--- src/rtl/fetch_unit.sv ---
// Instruction fetch front end: PC sequencing with JAL/branch-prediction/JALR stall
// handling and a circular fetch queue feeding the decoder.
module fetch_unit #(
  parameter int          QUEUE_DEPTH = 8,
  parameter logic [31:0] RESET_PC    = 32'h0
) (
  input  logic                         clk_in,
  input  logic                         rst_in,
  input  logic                         rdy_in,
  output logic [31:0]                  fetch_addr,
  input  logic                         inst_available,
  input  logic [31:0]                  inst,
  input  logic                         bp_taken,
  input  logic [31:0]                  bp_target,
  input  logic                         redirect_valid,
  input  logic [31:0]                  redirect_addr,
  input  logic                         jalr_done,
  input  logic [31:0]                  jalr_addr,
  output logic                         out_valid,
  input  logic                         out_ready,
  output logic [31:0]                  out_inst,
  output logic [31:0]                  out_pc,
  output logic                         out_pred_taken,
  output logic [$clog2(QUEUE_DEPTH):0] out_count
);
  localparam int AW = $clog2(QUEUE_DEPTH);
  localparam int CW = AW + 1;
  localparam logic [CW-1:0] FULL = CW'(QUEUE_DEPTH);
  localparam logic [6:0] OP_JAL  = 7'b1101111;
  localparam logic [6:0] OP_JALR = 7'b1100111;

  typedef enum logic {FETCH, STALL_JALR} state_t;

  state_t          r_state, w_state_nxt;
  logic [31:0]     r_pc, w_pc_nxt;
  logic [AW-1:0]   r_head, r_tail;
  logic [CW-1:0]   r_count;
  logic [31:0]     r_q_inst [QUEUE_DEPTH];
  logic [31:0]     r_q_pc   [QUEUE_DEPTH];
  logic            r_q_pt   [QUEUE_DEPTH];

  logic            w_push, w_pop, w_is_jal, w_is_jalr, w_pred;
  logic [31:0]     w_jimm;

  assign w_is_jal  = (inst[6:0] == OP_JAL);
  assign w_is_jalr = (inst[6:0] == OP_JALR);
  assign w_jimm    = {{11{inst[31]}}, inst[31], inst[19:12], inst[20], inst[30:21], 1'b0};

  assign w_push    = (r_state == FETCH) && inst_available && (r_count != FULL);
  assign w_pop     = out_valid && out_ready;

  assign fetch_addr     = r_pc;
  assign out_valid      = (r_count != '0);
  assign out_count      = r_count;
  assign out_inst       = out_valid ? r_q_inst[r_head] : 32'h0;
  assign out_pc         = out_valid ? r_q_pc[r_head]   : 32'h0;
  assign out_pred_taken = out_valid ? r_q_pt[r_head]   : 1'b0;

  // Next-PC / next-state for the normal (no flush) path.
  always_comb begin
    w_state_nxt = r_state;
    w_pc_nxt    = r_pc;
    w_pred      = 1'b0;
    if (r_state == STALL_JALR) begin
      if (jalr_done) begin
        w_state_nxt = FETCH;
        w_pc_nxt    = jalr_addr;
      end
    end else if (w_push) begin
      if (w_is_jal) begin
        w_pc_nxt = r_pc + w_jimm;
        w_pred   = 1'b1;
      end else if (w_is_jalr) begin
        w_state_nxt = STALL_JALR;
      end else if (bp_taken) begin
        w_pc_nxt = bp_target;
        w_pred   = 1'b1;
      end else begin
        w_pc_nxt = r_pc + 32'd4;
      end
    end
  end

  always_ff @(posedge clk_in) begin
    if (!rst_in) begin
      r_state <= FETCH;
      r_pc    <= RESET_PC;
      r_head  <= '0;
      r_tail  <= '0;
      r_count <= '0;
    end else if (rdy_in) begin
      if (redirect_valid) begin
        r_state <= FETCH;
        r_pc    <= redirect_addr;
        r_head  <= '0;
        r_tail  <= '0;
        r_count <= '0;
      end else begin
        r_state <= w_state_nxt;
        r_pc    <= w_pc_nxt;
        if (w_push) r_tail <= r_tail + 1'b1;
        if (w_pop)  r_head <= r_head + 1'b1;
        if (w_push && !w_pop)      r_count <= r_count + 1'b1;
        else if (w_pop && !w_push) r_count <= r_count - 1'b1;
      end
    end
  end

  // Queue storage needs no reset: entries are only visible through out_valid.
  always_ff @(posedge clk_in) begin
    if (rst_in && rdy_in && !redirect_valid && w_push) begin
      r_q_inst[r_tail] <= inst;
      r_q_pc[r_tail]   <= r_pc;
      r_q_pt[r_tail]   <= w_pred;
    end
  end
endmodule

--- config.mk ---
export PLATFORM = sky130hd
export DESIGN_NAME = fetch_unit
export DESIGN_NICKNAME = d
export VERILOG_FILES = /design/src/rtl/fetch_unit.sv
export SDC_FILE = /design/constraint.sdc
export NUM_CORES = 1
export LEC_CHECK = 0
export ABC_AREA = 1
export CAP_MARGIN = 20
export CORE_UTILIZATION = 40
export DETAILED_ROUTE_END_ITERATION = 10
export SETUP_SLACK_MARGIN = 0.2
export SYNTH_ARGS = -nofsm -noshare
export SYNTH_HDL_FRONTEND = slang
export SYNTH_SLANG_ARGS = --single-unit
--- constraint.sdc ---
create_clock -name clk_in -period 11.4 [get_ports clk_in]
set_clock_uncertainty 0.15 [all_clocks]
set_input_delay 2.28 -clock clk_in [delete_from_list [all_inputs] [get_ports clk_in]]
set_output_delay 2.28 -clock clk_in [all_outputs]
set_load 0.02 [all_outputs]
# After elaboration in Yosys (flattened, before gate mapping)
# Memory sizes are Yosys's and may differ from the RTL's. A register that Yosys moved wholly into a read port is not among the register bits.
# Index checks and enable logic that the tools add are counted.
# totals
out_inout_bits,102
mem_count,3
mem_bits_rw,520
ff_bits,43
# op_classes
eq_ne,5
bitwise,1
muxes,36
reduce_logical,20
add_sub_neg,6
# memory_table
name,depth,word_bits,rd,rd_ports_with_merged_regs,wr,line_no,rtl
r_q_inst,8,32,1,1,1,38,logic [31:0] r_q_inst [QUEUE_DEPTH];
r_q_pc,8,32,1,1,1,39,logic [31:0] r_q_pc [QUEUE_DEPTH];
r_q_pt,8,1,1,1,1,40,logic r_q_pt [QUEUE_DEPTH];
# ops
cell,count
$mux 32,9
$add 32x3->32 const B,1
$add 32x32->32,1
$mux 3,10
$eq 7x7->1 const B,2
$mux 1,14
$mux 4,3
$logic_and 1x1->1,8
$ne 4x4->1 const B,2
$add 3x1->3 const B,2
$reduce_and 2->1,3
$reduce_bool 3->1,2
$add 4x1->4 const B,1
$reduce_and 4->1,1
$reduce_bool 2->1,2
$reduce_bool 4->1,1
$sub 4x1->4 const B,1
$logic_not 1->1,3
$ne 3x3->1 const B,1
$not 1->1,1

# Depth between registers and ports, before layout
# depth
ltp_word,8
depth_mapped,15
mapped_depth_nobuf,15

# Least setup slack after synthesis
# No wires, ideal clock.
# synth_timing
path_type,input to register
start,input port rst_in
end,"memory r_q_inst[6][0], enable pin"
n_path_buf,1
setup_slack_ns,3.323
arrival_ns,7.359
cell_stages,5
t_required_ns,10.682
cell_sequence,clkbuf_1 inv_1 nor3_2 nand2_1 nor3_1
# synth_via
elab_chain_cells,5
# synth_lines
element,line_no,rtl
"start, declared",8,"input logic rst_in,"
$logic_and 1x1->1 (3 in series),111,if (rst_in && rdy_in && !redirect_valid && w_push) begin
$mux 1,111,
$mux 1 (implied by the code),112,r_q_inst[r_tail] <= inst;
"end, declared",38,
# No other way between the ends.

==> metrics <==
status complete, no violations; first drt pass iteration count 5; most common library cell in the layout ignoring fill and taps nor2_1; most frequent cells in the layout nor2_1, edfxtp_1, nand2_1; unrepaired setup endpoints after global routing false; Worst-Skew Late Latency 0.61 ns; DRC marker count from the first detailed-route iteration 1578; relative slew slack 27.0%; post-route ant nets 0; cell chain of the critical path inv_6 > buf_16 > buf_4 > o21ai_0 > o22ai_1 > o21ai_1 > a31oi_1 > clkdlybuf4s50_1; overflow left after global routing 0; count of endpoints failing hold in the final timing report 0; global-route wire length before repair 116000 microns; CTS hold repair buffers 0; die outline area 66200 sq um; share of layout cells above drive strength 1 5.61%; part of the total power dissipated in sequential elements 48.7%; # port buffers 237; proportion of power drawn by the clock network 38.3%; synthesized net count 2770; via count of the first global-routing pass 19.3k; global routing usage summed across all routing layers 22.9%; delay of the slowest cell on the worst path 0.77 ns; count of nets after finishing 2963; TritonCTS clock tree done; area overhead of the layout relative to synthesis 19.6%; detailed-route wire length 76900 microns; post-layout minimum cycle time 6.62 ns; placed wire-length estimate after detailed placement 47500 microns; cell area after placement 29200 sq um; power per standard cell area 154 nW/um^2; maximum number of buffers from clock root to sink 3; YS warnings 0; number of antenna violations at the first check in global routing 3; total number of vias 19.8k; x dimension of the die 257 microns; diode count 0; slowest stage cell on the critical path buf_4; Max-cap violations 0; library cells used by synthesis 51; type of element launching the critical path flip-flop; pins over their slew limit 0; Reg clk slew, reported paths 0.06 ns; number of design rule violations left after detail routing 0; Placement Rows 93; Worst Path Required 8.97 ns; Setup TNS 0 ns; Die Y 257 microns; CP Max Fanout 144; Worst R2R Start r_state; standard cell core area 64300 sq um; Least-Margin Pin Slew 1.09 ns; Achievable Freq 0.151 GHz; Final period util 58.1%; Worst setup EP type output port; switching component of the power 1220 uW; end point of the critical path out_inst[27]; leading register cell type out of synthesis edfxtp_1; WL per Instance 20.8 microns; worst reg2reg path endpoint r_q_pc[1][13]; mapped cell area 26100 sq um; Async S/R FF share, synth 0%; Gates resized, CTS repair 0; number of I/O pins 238; P_leak 0.0110 uW; Synth Area per Inst 10.0 sq um; Initial Utilization 40.5%; Clk Tree Root Cell clkbuf_16; Post-Syn Instances 2597; worst endpoint data arrival time 4.19 ns; sequential cell area fraction in the yosys report 63.5%; Hold/Removal Path Class reg2reg; Internal 3580 uW; number of flops mapped to enable cells by yosys 520; H-tree level count 2; number of buffers created by CTS 57; register-to-register setup slack 7.92 ns; flip-flop and latch count after synthesis 566; routability-driven placement congestion ratio 0.954; pin count of the biggest net entering global routing 209; post-CTS repair timing setup buffer count 0; sink count of the clock tree 566; final setup violation count 0; fraction of power spent switching nets 25.4%; Max IR drop VDD 0.102 mV; finished layout cell area 31100 sq um; detailed-route vias per instance 5.36; crit path kind reg2out; cell depth of the worst flop-to-flop path 8; power share of the combinational group 13.1%
cell usage after synthesis (27+ instances only):
library cell  instances  area share [%]
buf_2                27            0.52
ha_1                 35             1.7
edfxtp_1            520              60
nor2_1              554             8.0
o22ai_1              94             2.3
a21oi_1              75             1.4
o21ai_0             344             6.6
nand2_1             387             5.6
inv_1               145             2.1
clkbuf_1             93             1.3
dfxtp_1              46             3.5
nand3_1              70             1.3
a31oi_1              65             1.6
cell type report:
class	count	area, sq um
multi-input cells	1745	8430
inverters	152	586
repair buffers	268	2700
flip-flops and latches	566	16500
clock inverters	36	353
well taps	855	1070
clock buffers	68	1470
fillers	5828	33200
how the worst min path moves through the flow:
stage | startpoint | to | slack, ns | depth (start not counted)
floorplan | r_head[0] | flip-flop | 0.30 | 2
global placement | r_head[0] | flip-flop | 0.32 | 2
detailed placement | r_head[0] | flip-flop | 0.33 | 2
CTS | r_head[0] | flip-flop | 0.35 | 2
global route | r_head[0] | flip-flop | 0.39 | 2
finish | r_head[0] | flip-flop | 0.35 | 2
per-stage QoR:
step / hold slack [ns] / total power (uW) / util [%] / setup WS, ns / cells
detailed placement: 0.332 / 3010 / 45.4 / 5.16 / 3582
global placement: 0.324 / 3000 / 45.4 / 5.19 / 3582
CTS: 0.347 / 4840 / 48.2 / 4.48 / 3686
floorplan: 0.304 / 2720 / - / 3.32 / 2597
finish: 0.348 / 4810 / 48.4 / 4.78 / 3690
global route: 0.386 / 4980 / 48.4 / 4.46 / 3690
routing by layer:
layer	up-vias	global-route usage, %	part of all wire (%)
li1	9470	-	-
met1	9579	31.3	44
met2	610	38.1	48
met3	107	2.56	5.4
met4	0	7.14	2.7
met5	-	0	0
state kept, by name (all words and copies together) (netlist names), named ones only:
| signal | cells |
|---|---|
| r_head | 3 |
| fetch_addr | 32 |
| r_q_pc | 256 |
| r_q_pt | 8 |
| r_state | 1 |
| r_tail | 3 |
| r_q_inst | 256 |
| out_count | 4 |
logic make-up after synthesis:
group,Yosys count,synth area share (%)
simple gates,1073,16.7
buf+inv,286,4.36
flops,566,63.5
fa+ha+maj,37,1.83
compound gates,611,12.8
xor+xnor,24,0.807
worst max-delay path, delay by kind of cell, from the launching register on:
kind,cells,cell delay (ns)
flip-flops,1,0.52
buffers and inverters,4,2.10
AO/OA/AOI/OAI,4,0.74
power by group through the flow:
stage	sequential [uW]	clock, uW	combinational, uW
floorplan	2370	0	350
global placement	2380	0	619
detailed placement	2380	0	625
CTS	2340	1880	628
global route	2340	1950	687
finish	2340	1840	628
Power figures use the tool's default switching activity.
